`src/rtl/mem_port_arbiter.sv`:
```
// mem_port_arbiter: shares one SRAM-style memory port between instruction
// fetch and the MEM-stage load/store path. One transaction at a time,
// registered read data, one-cycle ready pulse back to the owner.
// Optional feature: define MEM_ARB_TIMEOUT_EN to add an ack timeout that
// completes a stuck transaction with rdata=0 and a mem_err pulse.
module mem_port_arbiter #(
  parameter int AW = 32,
  parameter int DW = 32,
  parameter int TIMEOUT = 255
) (
  input  logic          clk,
  input  logic          resetn,
  input  logic          inst_req,
  input  logic [AW-1:0] inst_addr,
  output logic [DW-1:0] inst_rdata,
  output logic          inst_ready,
  input  logic          data_req,
  input  logic          data_wr,
  input  logic [DW/8-1:0] data_wen,
  input  logic [AW-1:0] data_addr,
  input  logic [DW-1:0] data_wdata,
  output logic [DW-1:0] data_rdata,
  output logic          data_ready,
  output logic          mem_req,
  output logic          mem_wr,
  output logic [DW/8-1:0] mem_wen,
  output logic [AW-1:0] mem_addr,
  output logic [DW-1:0] mem_wdata,
  input  logic [DW-1:0] mem_rdata,
  input  logic          mem_ack,
  output logic          mem_err
);

  typedef enum logic [1:0] {S_IDLE, S_INST, S_DATA, S_RESP} state_t;

  state_t state_reg, state_next;
  logic   owner_data_reg;      // owner of the current transaction: 1 = data
  logic   last_data_reg;       // owner of the previous transaction: 1 = data
  logic   grant_inst, grant_data;
  logic   busy;
  logic   timeout_hit;

  assign busy = (state_reg == S_INST) || (state_reg == S_DATA);

`ifdef MEM_ARB_TIMEOUT_EN
  logic [15:0] tmo_cnt_reg;
  logic        tmo_flag_reg;

  assign timeout_hit = busy && !mem_ack && (tmo_cnt_reg == 16'(TIMEOUT - 1));

  // Ack-wait counter: cleared on grant, advances on every bus cycle without ack
  always_ff @(posedge clk or negedge resetn) begin
    if (!resetn) begin
      tmo_cnt_reg  <= '0;
      tmo_flag_reg <= 1'b0;
    end else begin
      if (grant_inst || grant_data) begin
        tmo_cnt_reg  <= '0;
        tmo_flag_reg <= 1'b0;
      end else if (busy && !mem_ack) begin
        tmo_cnt_reg <= tmo_cnt_reg + 16'd1;
      end
      if (timeout_hit) begin
        tmo_flag_reg <= 1'b1;
      end else if (state_reg == S_RESP) begin
        tmo_flag_reg <= 1'b0;
      end
    end
  end
`else
  assign timeout_hit = 1'b0;
`endif

  // State register; reset aborts any transaction without a ready pulse
  always_ff @(posedge clk or negedge resetn) begin
    if (!resetn) begin
      state_reg <= S_IDLE;
    end else begin
      state_reg <= state_next;
    end
  end

  // Next-state, arbitration and status outputs
  always_comb begin
    state_next = state_reg;
    grant_inst = 1'b0;
    grant_data = 1'b0;
    case (state_reg)
      S_IDLE: begin
        // data wins a tie unless it owned the previous transaction
        if (data_req && (!inst_req || !last_data_reg)) begin
          grant_data = 1'b1;
          state_next = S_DATA;
        end else if (inst_req && (!data_req || last_data_reg)) begin
          grant_inst = 1'b1;
          state_next = S_INST;
        end
      end
      S_INST, S_DATA: begin
        if (mem_ack || timeout_hit) begin
          state_next = S_RESP;
        end
      end
      S_RESP:  state_next = S_IDLE;
      default: state_next = S_IDLE;
    endcase
    mem_req    = busy;
    inst_ready = (state_reg == S_RESP) && !owner_data_reg;
    data_ready = (state_reg == S_RESP) && owner_data_reg;
`ifdef MEM_ARB_TIMEOUT_EN
    mem_err    = (state_reg == S_RESP) && tmo_flag_reg;
`else
    mem_err    = 1'b0;
`endif
  end

  // Bus request latching, read-data capture and ownership history
  always_ff @(posedge clk or negedge resetn) begin
    if (!resetn) begin
      mem_addr       <= '0;
      mem_wr         <= 1'b0;
      mem_wen        <= '0;
      mem_wdata      <= '0;
      inst_rdata     <= '0;
      data_rdata     <= '0;
      owner_data_reg <= 1'b0;
      last_data_reg  <= 1'b0;
    end else begin
      if (grant_data) begin
        mem_addr       <= data_addr;
        mem_wr         <= data_wr;
        mem_wen        <= data_wr ? data_wen : '0;
        mem_wdata      <= data_wdata;
        owner_data_reg <= 1'b1;
      end else if (grant_inst) begin
        mem_addr       <= inst_addr;
        mem_wr         <= 1'b0;
        mem_wen        <= '0;
        mem_wdata      <= '0;
        owner_data_reg <= 1'b0;
      end
      if (busy && mem_ack) begin
        if (!owner_data_reg) begin
          inst_rdata <= mem_rdata;
        end else if (!mem_wr) begin
          data_rdata <= mem_rdata;   // stores leave load data untouched
        end
      end else if (timeout_hit) begin
        if (!owner_data_reg) begin
          inst_rdata <= '0;
        end else begin
          data_rdata <= '0;
        end
      end
      if (state_reg == S_RESP) begin
        last_data_reg <= owner_data_reg;
      end
    end
  end

endmodule
```
`config.mk`:
```
export PLATFORM = sky130hd
export DESIGN_NAME = mem_port_arbiter
export DESIGN_NICKNAME = d
export VERILOG_FILES = /design/src/rtl/mem_port_arbiter.sv
export SDC_FILE = /design/constraint.sdc
export NUM_CORES = 1
export LEC_CHECK = 0
export ABC_CLOCK_PERIOD_IN_PS = 2300
export CAP_MARGIN = 0
export CORE_MARGIN = 2
export CORE_UTILIZATION = 40
export CTS_CLUSTER_DIAMETER = 30
export CTS_CLUSTER_SIZE = 14
export DETAILED_ROUTE_END_ITERATION = 8
export GPL_TIMING_DRIVEN = 0
export HOLD_SLACK_MARGIN = 0.1
export MAX_ROUTING_LAYER = met4
export PLACE_DENSITY = 0.81
export RECOVER_POWER = 100
export SLEW_MARGIN = 25
export SYNTH_ARGS = -nofsm -noshare
export SYNTH_HDL_FRONTEND = slang
export SYNTH_SLANG_ARGS = --single-unit
```
`constraint.sdc`:
```
create_clock -name clk -period 2.3 [get_ports clk]
set_input_delay 0.23 -clock clk [delete_from_list [all_inputs] [get_ports clk]]
set_output_delay 0.23 -clock clk [all_outputs]
set_load 0.01 [all_outputs]
```
==> metrics <==
outcome finished, violations left; failing checks max-capacitance violations, max-slew violations; # fillers 978; total DRC errors in the routed layout 0; register area share after synthesis 0.630; critical path, cell by cell inv_1 -> ha_1 -> dlygate4sd3_1; residual antenna-violating net count after detailed routing 0; worst min-delay path endpoint state_reg[0]$_DFFE_PN0P_; worst r2r path cells 5; top cells by count, synth sky130_fd_sc_hd__dfrtp_1 (137), sky130_fd_sc_hd__mux2_1 (64), sky130_fd_sc_hd__o21ai_1 (63); IO buf count 272; wire length per cell after detailed routing 18.2 um; Starting Density 0.411; initial antenna violation count 0; DRT iter0 DRCs 219; dominant cell by count in the synthesized netlist sky130_fd_sc_hd__dfrtp_1; Worst Path Class, Setup flop to output pin; CTS Root Buffer Type sky130_fd_sc_hd__clkbuf_16; Core ar. 13200 sq um; count of antenna diodes in the layout 0; crit start category flop; number of placed instances with taps included 872; static leakage 4.00 nW; number of instances on the worst hold path 3; setup repair after global routing missed its margin no; fraction of final layout cells with drive strength greater than 1 0.0687; final-report hold violation count 0; Post-Route Skew 10.4 ps; shortest period the worst path allows 2100 ps; Core Rows 42; HP Start inst_req; clock slew at reported path FFs 50 ps; horizontal die dimension 121 um; HPWL after detailed placement 12.4 mm; clock tree from TritonCTS done; worst path buffer plus inverter count 2; via count of the routed design 4630; TritonCTS Buffers 17; Worst-Skew Late Latency 410 ps; number of buffers added for setup after CTS 0; worst reg-to-reg setup slack 250 ps; maximum level of the CTS H-tree 4; area used by multi-input combinational logic 1840 sq um; area of the die 14500 sq um; total count of max-transition violations in the final report 59; flop and latch count out of synthesis 137; number of different library cells in the post-synthesis netlist 31; pre-CTS worst setup slack 299 ps; transition at the pin with the smallest max-transition slack 1510 ps; Slowest-stage cell, CP sky130_fd_sc_hd__dlygate4sd3_1; area of placed instances 8420 sq um; routability congestion estimate from global placement 0.818; worst voltage drop across the vdd grid 0.000608 V; share of the synthesized area in the top cell type 0.630; pin count of the biggest net entering global routing 79; Max Buffers Root-to-Sink 2; clock sink count 137; endpoint arrival time on the critical path 1870 ps; kind of path behind the tightest hold check primary input to flop; post-layout util 0.682; fraction of synthesis flops using an asynchronous set or reset pin 1.00; Remaining Overflow, GRT 0; peak clock frequency supported by timing 0.476 GHz; number of enable-type register cells in the synthesized netlist 0; portion of the clock cycle consumed by the worst path in the final layout 0.913; per-instance average area after synthesis 12.9 sq um; number of I/O pins 275; global-route wire length before repair 25.6 mm; reg-to-reg critical path startpoint state_reg[0]$_DFFE_PN0P_; worst hold slack 313 ps; largest cells by area after synthesis sky130_fd_sc_hd__dfrtp_1 (63%), sky130_fd_sc_hd__mux2_1 (13%), sky130_fd_sc_hd__o21ai_1 (5.8%), sky130_fd_sc_hd__a22o_1 (5.3%), sky130_fd_sc_hd__a21oi_1 (3.0%); DR pass1 iterations 4; required time worst endpoint 2070 ps; Worst Setup End Kind output pin; global-route usage over all layers 0.236; crit-path max cell delay 670 ps; Post-layout nets 856; Storage cell area 3430 sq um; final setup vio count 0; worst reg2reg endpoint inst_rdata[19]$_DFFE_PN0P_; total nets after synthesis 563; fin worst setup slack 200 ps; Yosys top cell by area sky130_fd_sc_hd__dfrtp_1; vertical die dimension 121 um; layout-stage area growth over the synthesis result 65.9%; most common flop cell mapped by yosys sky130_fd_sc_hd__dfrtp_1; cell area after technology mapping 5440 sq um; Max-cap violations 1; area of all placed cells without fillers 9030 sq um; critical-path maximum fanout 6; cells after synthesis 423; max-slew headroom at the worst pin -0.00460; mean number of vias per cell 5.12; vias in the first global route 4843; Routed Wire Length 16.5 mm; Layout Cells excl Fill 904; cell area power density 1380 nW/um^2; Top delay family on crit path buffers and inverters; Yosys warnings 0
[per-stage QoR]
step	setup TNS (ps)	power [mW]
6_report	0	12.5
5_1_grt	0	13.3
4_1_cts	0	13.2
3_5_place_dp	0	10.3
3_3_place_gp	-569990	10.0
2_1_floorplan	0	6.82
[layout by cell type (no fill, tap or decap), drive strengths merged]
cell type      Yosys  routed
nand4b             1       1
mux2i              1       1
dlygate4sd3        0     137
nand2             32      32
o22ai              1       1
a21bo              1       1
conb               1       1
a21boi             3       3
clkbuf             9      43
nor2               1       1
o22a               1       1
nand2b             1       1
ha                 2       2
a22o              33      33
a21oi             33      33
o21ai             65      65
clkdlybuf4s50      0     135
nand3b             1       1
o21a               1       1
mux2              65      65
and2               2       2
dfrtp            137     137
inv                2       4
a21o               1       1
buf               23      13
clkinv             0       2
nor2b              2       2
clkinvlp           0       2
a32o               4       4
bufinv             0       3
[worst max path at each step]
stage | start | endpoint | slack, ps | cells after the start
2_1_floorplan | state_reg[0]$_DFFE_PN0P_ | data_rdata[0]$_DFFE_PN0P_ | 660 | 5
3_3_place_gp | resetn | inst_rdata[7]$_DFFE_PN0P_ | -4170 | 1
3_5_place_dp | data_req | mem_wdata[11]$_DFFE_PN0P_ | 300 | 4
4_1_cts | state_reg[1]$_DFFE_PN0P_ | mem_req | 230 | 3
5_1_grt | state_reg[0]$_DFFE_PN0P_ | mem_wr$_DFFE_PN0P_ | 100 | 6
6_report | state_reg[1]$_DFFE_PN0P_ | mem_req | 200 | 3
[metal layers]
| metal | vias up | global-route usage | wire, um | part of all wire |
|---|---|---|---|---|
| li1 | 2112 | - | - | - |
| met1 | 2260 | 0.273 | 6560 | 0.40 |
| met2 | 225 | 0.393 | 8220 | 0.50 |
| met3 | 33 | 0.0627 | 1260 | 0.077 |
| met4 | 0 | 0.0974 | 412 | 0.025 |
| met5 | - | - | 0 | 0 |
[cells by family (layout without fill, tap and decap cells)]
logic type,count (synthesis),count (layout),share of synthesized area
compound gates,143,143,0.164
flops,137,137,0.630
mux,66,66,0.136
simple gates,40,40,0.0315
buf+inv,34,339,0.0324
fa+ha+maj,2,2,0.00460
other cells,1,1,0.000689
[layout make-up]
| type | instances | area share |
|---|---|---|
| clock buffer | 22 | 0.0536 |
| tap | 176 | 0.0244 |
| multi-input combinational | 252 | 0.203 |
| inverter | 2 | 0.000832 |
| timing repair buffer | 274 | 0.305 |
| buffer | 32 | 0.0177 |
| clock inverter | 9 | 0.0151 |
| sequential | 137 | 0.380 |
[worst register-to-register path, delay by kind of cell (launching register included)]
| kind | cells | cell delay [ps] |
|---|---|---|
| buffers and inverters | 2 | 580 |
| and+or+nand+nor | 1 | 240 |
| muxes | 1 | 400 |
| adders and majority gates | 1 | 370 |
| DFF | 1 | 350 |
[power by group]
group | switching (mW) | internal [mW]
combinational | 2.56 | 2.84
clock | 1.00 | 1.82
sequential | 0.649 | 3.62
total | 4.21 | 8.29
[what timing repair did]
action,CTS,global route
hold buffers,1,0
resized for setup,0,0
endpoints found under the hold margin,59,0
Note: power is estimated with default switching activity, not from simulation.
